==> config.mk <==
export PLATFORM = sky130hd
export DESIGN_NAME = uart_line_fifo
export DESIGN_NICKNAME = d
export VERILOG_FILES = /design/src/rtl/uart_line_fifo.sv
export SDC_FILE = /design/constraint.sdc
export NUM_CORES = 1
export LEC_CHECK = 0
export CELL_PAD_IN_SITES_DETAIL_PLACEMENT = 0
export CELL_PAD_IN_SITES_GLOBAL_PLACEMENT = 1
export CORE_ASPECT_RATIO = 1.4
export CORE_MARGIN = 2
export CORE_UTILIZATION = 53
export DETAILED_ROUTE_END_ITERATION = 10
export GPL_TIMING_DRIVEN = 1
export PLACE_DENSITY_LB_ADDON = 0.1
export SETUP_SLACK_MARGIN = 0.15
export SLEW_MARGIN = 40
export SYNTH_ARGS = -nofsm -noshare
export SYNTH_HDL_FRONTEND = slang
export SYNTH_SLANG_ARGS = --single-unit
==> constraint.sdc <==
create_clock -name clk -period 9.03 [get_ports clk]
set_input_delay 2.2575 -clock clk [delete_from_list [all_inputs] [get_ports clk]]
set_output_delay 2.2575 -clock clk [all_outputs]
set_load 0.005 [all_outputs]
==> src/rtl/uart_line_fifo.sv <==
// FWFT byte FIFO behind uart_rx that frames bytes into eol-terminated lines and reports line count and overflow.
// Define UART_LINE_SUM_EN to build the per-line byte checksum (o_line_sum / o_sum_valid).
module uart_line_fifo #(
    parameter int unsigned depth    = 16,
    parameter logic [7:0]  eol_byte = 8'h0A
) (
    input  logic                     clk,
    input  logic                     rst_n,
    input  logic [7:0]               i_data,
    input  logic                     i_valid,
    input  logic                     i_rd,
    output logic [7:0]               o_data,
    output logic                     o_empty,
    output logic                     o_full,
    output logic [$clog2(depth):0]   o_count,
    output logic [$clog2(depth):0]   o_lines,
    output logic                     o_overflow,
    output logic [31:0]              o_line_sum,
    output logic                     o_sum_valid
);

    localparam int unsigned aw = $clog2(depth);
    localparam int unsigned cw = aw + 1;

    localparam logic [1:0] st_idle    = 2'd0;
    localparam logic [1:0] st_in_line = 2'd1;
    localparam logic [1:0] st_drop    = 2'd2;

    logic [7:0]    mem [depth];
    logic [aw-1:0] wr_ptr;
    logic [aw-1:0] rd_ptr;
    logic [aw-1:0] rd_ptr_next;
    logic [cw-1:0] count;
    logic [cw-1:0] count_next;
    logic [cw-1:0] lines;
    logic [cw-1:0] lines_next;
    logic [7:0]    head_next;
    logic [1:0]    state;
    logic [1:0]    state_next;

    logic pop_acc;
    logic has_room;
    logic is_eol;
    logic wr_acc;
    logic enter_drop;
    logic inc_line;
    logic dec_line;

    // Line framing FSM: decides whether each arriving byte is written or dropped
    always_comb begin
        state_next = state;
        wr_acc     = 1'b0;
        enter_drop = 1'b0;
        inc_line   = 1'b0;
        pop_acc    = i_rd && (count != '0);
        has_room   = (count < cw'(depth)) || pop_acc;
        is_eol     = (i_data == eol_byte);
        if (i_valid) begin
            case (state)
                st_drop: begin
                    if (is_eol) begin
                        state_next = st_idle;
                    end
                end
                default: begin
                    if (!has_room) begin
                        enter_drop = 1'b1;
                        state_next = st_drop;
                    end else begin
                        wr_acc = 1'b1;
                        if (is_eol) begin
                            inc_line   = 1'b1;
                            state_next = st_idle;
                        end else begin
                            state_next = st_in_line;
                        end
                    end
                end
            endcase
        end
    end

    // Next occupancy, line count and FWFT head (bypass when the write lands at the new head)
    always_comb begin
        dec_line    = pop_acc && (o_data == eol_byte);
        rd_ptr_next = pop_acc ? rd_ptr + aw'(1) : rd_ptr;

        count_next = count;
        case ({wr_acc, pop_acc})
            2'b10:   count_next = count + cw'(1);
            2'b01:   count_next = count - cw'(1);
            default: count_next = count;
        endcase

        lines_next = lines;
        case ({inc_line, dec_line})
            2'b10:   lines_next = lines + cw'(1);
            2'b01:   lines_next = lines - cw'(1);
            default: lines_next = lines;
        endcase

        if (count_next == '0) begin
            head_next = 8'h00;
        end else if (wr_acc && (rd_ptr_next == wr_ptr)) begin
            head_next = i_data;
        end else begin
            head_next = mem[rd_ptr_next];
        end
    end

    always_ff @(posedge clk or negedge rst_n) begin
        if (!rst_n) begin
            state <= st_idle;
        end else begin
            state <= state_next;
        end
    end

    always_ff @(posedge clk or negedge rst_n) begin
        if (!rst_n) begin
            wr_ptr     <= '0;
            rd_ptr     <= '0;
            count      <= '0;
            lines      <= '0;
            o_data     <= 8'h00;
            o_empty    <= 1'b1;
            o_full     <= 1'b0;
            o_overflow <= 1'b0;
        end else begin
            if (wr_acc) begin
                wr_ptr <= wr_ptr + aw'(1);
            end
            rd_ptr  <= rd_ptr_next;
            count   <= count_next;
            lines   <= lines_next;
            o_data  <= head_next;
            o_empty <= (count_next == '0);
            o_full  <= (count_next == cw'(depth));
            if (enter_drop) begin
                o_overflow <= 1'b1;
            end
        end
    end

    // Storage array carries no reset; pointers and count define validity
    always_ff @(posedge clk) begin
        if (wr_acc) begin
            mem[wr_ptr] <= i_data;
        end
    end

    assign o_count = count;
    assign o_lines = lines;

`ifdef UART_LINE_SUM_EN
    logic [31:0] acc;

    // Per-line checksum of written bytes; a dropped line never reports a sum
    always_ff @(posedge clk or negedge rst_n) begin
        if (!rst_n) begin
            acc         <= '0;
            o_line_sum  <= '0;
            o_sum_valid <= 1'b0;
        end else begin
            o_sum_valid <= 1'b0;
            if (enter_drop) begin
                acc <= '0;
            end else if (wr_acc) begin
                if (is_eol) begin
                    o_line_sum  <= acc + 32'(eol_byte);
                    o_sum_valid <= 1'b1;
                    acc         <= '0;
                end else begin
                    acc <= acc + 32'(i_data);
                end
            end
        end
    end
`else
    assign o_line_sum  = 32'h0;
    assign o_sum_valid = 1'b0;
`endif

endmodule

== Yosys cells after proc, flatten, opt, wreduce, memory -nomap -nowiden ==
Memory sizes are Yosys's and may differ from the RTL's.
Cells that the tools add are included.

* $add $sub $neg: 6
* Magnitude comparators: 1
* Equality and inequality tests: 10
* Muxes and demuxes: 21
* Reduce and logical (&&, ||, !) cells: 8

{| class="wikitable"
|+ Operators with widths
! kind !! number
|-
| case mux 5 bit (2 select lines) || 2
|-
| equality test 8 x 4 -> 1 bit, second input constant || 2
|-
| two-way mux 8 bit || 2
|-
| two-way mux 1 bit || 13
|-
| adder 5 x 1 -> 5 bit, second input constant || 2
|-
| subtractor 5 x 1 -> 5 bit, second input constant || 2
|-
| adder 4 x 1 -> 4 bit, second input constant || 2
|-
| equality test 2 bit, second input constant || 3
|-
| two-way mux 2 bit || 3
|-
| equality test 5 bit, second input constant || 1
|-
| zero test 5 bit || 1
|-
| < comparator 5 bit, second input constant || 1
|-
| nonzero test 5 bit || 1
|-
| equality test 2 x 1 -> 1 bit, second input constant || 2
|-
| equality test 4 bit || 1
|-
| two-way mux 4 bit || 1
|-
| logical AND 1 bit || 3
|-
| inequality test 2 bit, second input constant || 1
|-
| AND reduction 2 bit || 1
|-
| nonzero test 2 bit || 1
|-
| logical OR 1 bit || 1
|}

* Register bits after elaboration: 31
* RAM bits: 128
* Output and inout port bits: 54
* Memories: 1

{| class="wikitable"
|+ Memories
! memory !! depth !! bits a word !! read ports !! clocked after Yosys merged registers in !! write ports !! RTL line !! text
|-
| mem || 16 || 8 || 1 || 0 || 1 || 29 || <nowiki>logic [7:0] mem [depth];</nowiki>
|}

== Logic depth before layout (Yosys ltp) ==
Gate-level depths: netlist of run 1.

* Word-level depth: 10
* Gate-level depth with buffers: 15
* Mapped depth without buffers: 13

== Worst setup path before layout of run 1 ==
OpenSTA, ideal clock, no wires.

* Kind: input -> register
* Start: input i_rd
* End: register o_data[6]
* Setup time: 0.157 ns
* Arrival: 4.759 ns
* Required time: 8.873 ns
* Path slack: 4.114 ns
* Stages on the path: 14
* Path through: nand2b_1 > and3_1 > buf_2 > inv_1 > ha_1 > buf_2 > xor2_1 > ha_1 > a21oi_1 > xor2_1 > or3_1 > nand4b_1 > nor3b_2 > a211oi_2

* Word-level cells in the longest chain between the ends: 9
* Elaborated cells on any way between the ends: 15
* Classes of those cells: eq/ne (3); mux (7); reduce/logical (4); memory (1)

{| class="wikitable"
|+ RTL lines
! what !! RTL line !! text
|-
| from (decl) || 11 || <nowiki>input logic i_rd,</nowiki>
|-
| logical AND 1 bit (*) || 55 || <nowiki>pop_acc = i_rd && (count != '0);</nowiki>
|-
| logical OR 1 bit || 56 || <nowiki>has_room = (count < cw'(depth)) || pop_acc;</nowiki>
|-
| two-way mux 1 bit || 66 || <nowiki>if (!has_room) begin</nowiki>
|-
| two-way mux 1 bit || 59 || <nowiki>case (state)</nowiki>
|-
| two-way mux 1 bit || 58 || <nowiki>if (i_valid) begin</nowiki>
|-
| equality test 2 x 1 -> 1 bit or equality test 2 bit (tied branches) || 89 || <nowiki>case ({wr_acc, pop_acc})</nowiki>
|-
| case mux 5 bit (2 select lines) || 89 ||
|-
| zero test 5 bit || 102 || <nowiki>if (count_next == '0) begin</nowiki>
|-
| two-way mux 8 bit (*) || 102 ||
|-
| net head_next[6] || 37 || <nowiki>logic [7:0] head_next;</nowiki>
|-
| to (signal assigned) || 136 || <nowiki>o_data <= head_next;</nowiki>
|-
| to (decl) || 12 || <nowiki>output logic [7:0] o_data,</nowiki>
|}

The timed path passes the listed nets; every way through them passes the cells marked *.
A chain may end at the register's enable or synchronous reset.

== Final worst setup path of run 1 ==
Ends and elaborated chain as after synthesis.

==> run metrics, run 1 <==
outcome finished clean; Clock transition at path regs 0.07 ns; post_cts resized 0; worst reg2reg endpoint o_data[6]; Peak Freq 0.180 GHz; ys async rst share 0.195; DIE WIDTH 110 µm; commonest cells after routing, fill and taps aside edfxtp_1, mux4_2, mux2i_1; GRT Total Usage 0.227; Final setup viols 0; initial antenna violation count 0; first-pass GRT wire length 26900 µm; DP Cell Count 735; core area 0.0154 mm²; largest net degree at the start of global routing 47; DP HPWL 11500 µm; Slew Limit Fails 0; worst rel slew slack 0.463; number of antenna diodes 0; reg2reg start o_count[3]; synthesized flop and latch total 159; final std cells w/o fill 767; drt drc 0; # hold bufs at CTS 0; Num CTS Buffers 17; busiest grt layer met2; WS Path Type in -> reg; Ys Warns 0; top_reg_cell synth edfxtp_1; drt wl/cell 22.8 µm; Core Rows 54; CTS tree built; H-tree level count 4; Clock Sinks 159; Gate Count Post-Synth 530; die area 0.0166 mm²; Static Leak 3.28 nW; setup TNS 0 ns; Worst R2R Path Depth 13; Via-to-Cell Ratio 5.97; Die Y 152 µm; Final Hold Viols 0; Core Util, Final 0.599; sequential-to-total area share from yosys stat 0.559; syn_area_per_cell 15.6 µm²; io pins 66; Final Skew 0.0109 ns; clock latency on the worst-skew pair 0.42 ns; Worst Setup Start Kind input pin; Port Buf Inserts 32; MaxCap Viol Count 0; Routed WL 17500 µm; Clock Tree Buf Depth 2; fin crit period 5.57 ns; Req. time, crit path 9.30 ns; placed cell area 0.00863 mm²; routed vias 4579; Post-synth EDFFs 128; Netlist Area Pre-Place 0.00826 mm²; Hold Crit Class reg -> reg; Starting DRT DRC Count 363; RSZ-0062 raised after global routing false; routing usage on met1 0.299; Tcrit/Tclk final 0.617; CP arrival 5.83 ns; post-route cell area 0.00923 mm²; Crit path largest cell delay 0.58 ns; P&R area growth vs syn 11.7%; Setup crit start i_rd; most common cell after layout, fill and taps aside edfxtp_1; crit path capture type flop; Congestion Overflow GR 0; RePlAce Congestion 0.854; CTS root buffer clkbuf_16; Synth cell types 59; reg-to-reg setup timing slack 4.82 ns; CP cell instances clkdlybuf4s50_1 > o21ai_4 > buf_4 > inv_2 > ha_1 > xor2_1 > ha_1 > a21oi_1 > xor2_1 > o21ai_0 > nand4b_1 > nor3b_4 > a211oi_2; Max IR drop VDD 175 µV; Worst-Margin Slew 0.805 ns; Hold Path Stages 1; Initial Util 0.536; layout cells sized above 1 0.222; nets@finish 583; met2 usage 0.386; met3 usage 0.0312; slowest CP cell nor3b_4; PwrDens 337 mW/mm²; drt pass-1 iters 5; vias in the first global route 4658; worst-path fanout max 35; hold_ws 0.479 ns; antenna-violating nets left 0; setup bufs post-CTS 0; CP Capture Point o_data[6]
## routing by layer
metal / up-vias / wire (µm)
li1: 2078 / -
met1: 2361 / 6960
met2: 125 / 9380
met3: 15 / 802
met4: 0 / 378
met5: - / 0
## synth_stat cells (2+ instances only)
cell / number / area share
ha_1: 12 / 0.018
a211oi_2: 8 / 0.012
a22oi_1: 2 / 0.0018
buf_4: 33 / 0.030
edfxtp_1: 128 / 0.47
xnor2_2: 2 / 0.0039
nor2_1: 5 / 0.0023
nand2_1: 15 / 0.0068
inv_1: 8 / 0.0036
xnor2_1: 9 / 0.0095
mux4_2: 64 / 0.17
nand3b_1: 4 / 0.0036
buf_1: 4 / 0.0018
o22ai_1: 11 / 0.0083
a21oi_1: 26 / 0.016
nand2b_1: 6 / 0.0045
mux2_2: 2 / 0.0027
nor3b_1: 3 / 0.0027
and3_1: 3 / 0.0023
a211o_1: 2 / 0.0021
nor2b_1: 3 / 0.0023
o21ai_0: 7 / 0.0042
buf_2: 14 / 0.0085
nand3_1: 3 / 0.0018
a21o_1: 2 / 0.0018
and2_1: 19 / 0.014
dfrtp_1: 30 / 0.091
xor2_1: 11 / 0.012
mux2i_1: 34 / 0.041
nand4_1: 2 / 0.0015
buf_6: 3 / 0.0041
nor3_1: 18 / 0.011
clkbuf_1: 11 / 0.0050
## registers in the layout, summed over array words and instances (netlist names), 2 cells and up
signal	cells
o_count	5
o_lines	5
o_data	8
rd_ptr	4
state	2
mem	128
wr_ptr	4
## through the flow
| step | power (W) | worst slack, ns |
|---|---|---|
| after global placement | 0.00240 | 2.92 |
| after global routing | 0.00330 | 3.12 |
| after CTS | 0.00314 | 3.27 |
| after detailed placement | 0.00241 | 2.87 |
| after floorplan | 0.00207 | 4.11 |
| final | 0.00311 | 3.46 |
## logic make-up after synthesis
| kind of cell | count (synthesis) | share of synthesized area |
|---|---|---|
| AO/OA/AOI/OAI | 68 | 0.0560 |
| XOR/XNOR | 22 | 0.0251 |
| adder cells (fa/ha/maj) | 13 | 0.0206 |
| buffers and inverters | 74 | 0.0534 |
| flip-flops | 159 | 0.559 |
| multiplexers | 101 | 0.220 |
| other | 1 | 0.000454 |
| AND/OR/NAND/NOR | 92 | 0.0651 |
## critical path: cells and delay by family
family,cells,cell delay [ns]
buffers and inverters,3,1.25
AND/OR/NAND/NOR,2,0.81
XOR/XNOR,2,0.31
adder cells (fa/ha/maj),2,0.62
AO/OA/AOI/OAI,4,0.56
## power by group
group / total (W) / internal (W) / leakage (nW) / switching, W
Combinational: 0.00137 / 0.000699 / 1.46 / 0.000670
Clock: 0.000718 / 0.000397 / 0.293 / 0.000322
Sequential: 0.00103 / 0.000906 / 1.53 / 0.000119
## worst min path at each step
stage                from  slack, ns         end
2_1_floorplan  o_lines[4]       0.46  o_lines[4]
3_3_place_gp   o_lines[4]       0.46  o_lines[4]
3_5_place_dp   o_lines[4]       0.47  o_lines[4]
4_1_cts        o_lines[4]       0.48  o_lines[4]
5_1_grt        o_lines[4]       0.50  o_lines[4]
6_report       o_lines[4]       0.48  o_lines[4]
## final cells by class
type / count / area (µm²)
repair buffers: 42 / 395
clock buffers: 18 / 429
clock inverters: 14 / 164
flip-flops and latches: 159 / 4620
inverters: 9 / 33.8
fillers: 1179 / 6170
multi-input cells: 329 / 3340
well taps: 196 / 245
No activity file was read; power rests on OpenSTA's default activity.
==> inputs of run 2 (changes only) <==
- CORE_UTILIZATION: 53 -> 45
- clock period: 9.03 -> 4.9 ns (I/O delays scaled with it)
==> run 2 against run 1 <==
Net effect: critical path depth up 1; die area up 17%; design area up 0.99%; first-iteration DRC count down 31%; clock-buffer cell count up 1; worst hold slack worse by 0.017 ns; routed wire length up 5.9%; sequential power up 83%; non-clock buffer count up 7; power up 87%.
==> run metrics, run 2 (synthesis results as in run 1) <==
layout cells sized above 1 0.229 (+0.00635); Final Skew 0.0124 ns (+0.00152 ns); Core Util, Final 0.518 (-0.0812); core area 0.0180 mm² (+17%); reg2reg start o_count[3]; largest net degree at the start of global routing 50 (+6.4%); DIE WIDTH 119 µm (+8.2%); initial antenna violation count 0 (unchanged); setup bufs post-CTS 0 (unchanged); Starting DRT DRC Count 251 (-31%); fin crit period 4.20 ns; Final Hold Viols 0 (unchanged); Req. time, crit path 5.17 ns (-4.13 ns); RePlAce Congestion 0.827 (-3.1%); slowest CP cell clkdlybuf4s50_1; drt drc 0 (unchanged); Congestion Overflow GR 0 (unchanged); Final setup viols 0 (unchanged); setup TNS 0 ns (unchanged); hold path startpoint o_lines[4]; worst rel slew slack 0.466 (+0.00243); die area 0.0195 mm² (+17%); # hold bufs at CTS 0 (unchanged); CP arrival 4.46 ns (-1.37 ns); PwrDens 623 mW/mm² (+85%); vias in the first global route 4824 (+3.6%); CTS root buffer clkbuf_16; Peak Freq 0.238 GHz; crit path capture type flop; final std cells w/o fill 817 (+6.5%); DP HPWL 12400 µm (+7.7%); CTS tree built; Clock Tree Buf Depth 2 (unchanged); clock latency on the worst-skew pair 0.43 ns (about the same); worst-path fanout max 11 (-69%); Initial Util 0.459 (-0.0773); Slew Limit Fails 0 (unchanged); fillers 1569 (+33%); MaxCap Viol Count 0 (unchanged); Via-to-Cell Ratio 5.72 (-4.1%); Static Leak 3.30 nW (+0.41%); commonest cells after routing, fill and taps aside edfxtp_1, mux4_2, mux2i_1; Worst Setup Start Kind input pin; drt pass-1 iters 5 (unchanged); Routed WL 18600 µm (+5.9%); top flop regs mem x128, o_data x8; routed vias 4676 (+2.1%); RSZ-0062 raised after global routing false; Hold Crit Class reg -> reg; Setup crit start i_rd; Max IR drop VDD 242 µV (+38%); Crit path largest cell delay 0.52 ns (-0.06 ns); Clock Sinks 159 (unchanged); io pins 66 (unchanged); number of antenna diodes 0 (unchanged); Clock transition at path regs 0.06 ns (about the same); Port Buf Inserts 32 (unchanged); drt wl/cell 22.7 µm (-0.57%); CP cell instances clkdlybuf4s50_1 > nand2b_1 > and3_1 > inv_1 > ha_1 > xor2_1 > ha_1 > a21oi_1 > xor2_1 > o21ai_0 > nand4b_1 > nor3b_2 > buf_4 > a211oi_2; antenna-violating nets left 0 (unchanged); P&R area growth vs syn 12.8%; Worst-Margin Slew 0.801 ns (-0.00364 ns); reg-to-reg setup timing slack 1.39 ns (-3.43 ns); WS Path Type in -> reg; outcome finished clean; GRT Total Usage 0.202 (-0.0244); Num CTS Buffers 17 (unchanged); nets@finish 590 (+1.2%); Core Rows 58 (+7.4%); first-pass GRT wire length 28800 µm (+7.0%); most flop-heavy register mem; Die Y 164 µm (+8.3%); DP Cell Count 786 (+6.9%); most common cell after layout, fill and taps aside edfxtp_1; post_cts resized 0 (unchanged); max FFs per register 128 (unchanged); Tcrit/Tclk final 0.856; H-tree level count 4 (unchanged)
run 2: cell count changes in the layout (fill, tap and decap cells not counted), sizes merged:
cell,change
buf,+7
bufinv,+1
clkbuf,+1
clkinv,+2
clkinvlp,+3
inv,-8
run 2: cell type report:
class	count	area (µm²)	area share
well taps	240	300	0.0322
clock buffers	19	433	0.0464
repair buffers	49	452	0.0485
clock inverters	12	136	0.0146
multi-input cells	329	3340	0.359
flip-flops and latches	159	4620	0.496
inverters	9	33.8	0.00362
run 2: worst max-delay path: cells and delay by family:
| family | cells | cell delay [ns] |
|---|---|---|
| AOI/OAI and AO/OA | 3 | 0.38 |
| xor gates and xnor gates | 2 | 0.36 |
| adders and majority gates | 2 | 0.68 |
| buffers and inverters | 3 | 0.93 |
| and+or+nand+nor | 4 | 0.89 |
run 2: worst paths after layout:
check,to,cells after the start
setup / recovery,o_data[6],14
hold / removal,o_lines[4],1
max in group asynchronous,o_empty,2
hold reg to reg,o_lines[4],1
min in group asynchronous,o_lines[1],2
setup reg to reg,o_data[6],13
run 2: power breakdown:
group	total, W	switching, W	internal (W)
Clock	0.00130	0.000545	0.000750
Sequential	0.00189	0.000223	0.00167
Combinational	0.00262	0.00128	0.00134
run 2: per-layer routing:
metal	global-route usage	up-vias	part of all wire
li1	-	2090	-
met2	0.345	103	0.52
met3	0.0385	22	0.030
met5	0	-	0
met1	0.259	2461	0.42
met4	0.0731	0	0.025
run 2: stage by stage:
stage	worst slack [ns]	total power, W	hold slack [ns]	cell area, µm²
3_5_place_dp	0.327	0.00455	0.456	8740
2_1_floorplan	1.02	0.00382	0.465	8380
5_1_grt	0.449	0.00615	0.503	9320
6_report	0.705	0.00581	0.463	9320
3_3_place_gp	0.430	0.00451	0.461	8740
4_1_cts	0.747	0.00586	0.468	9310
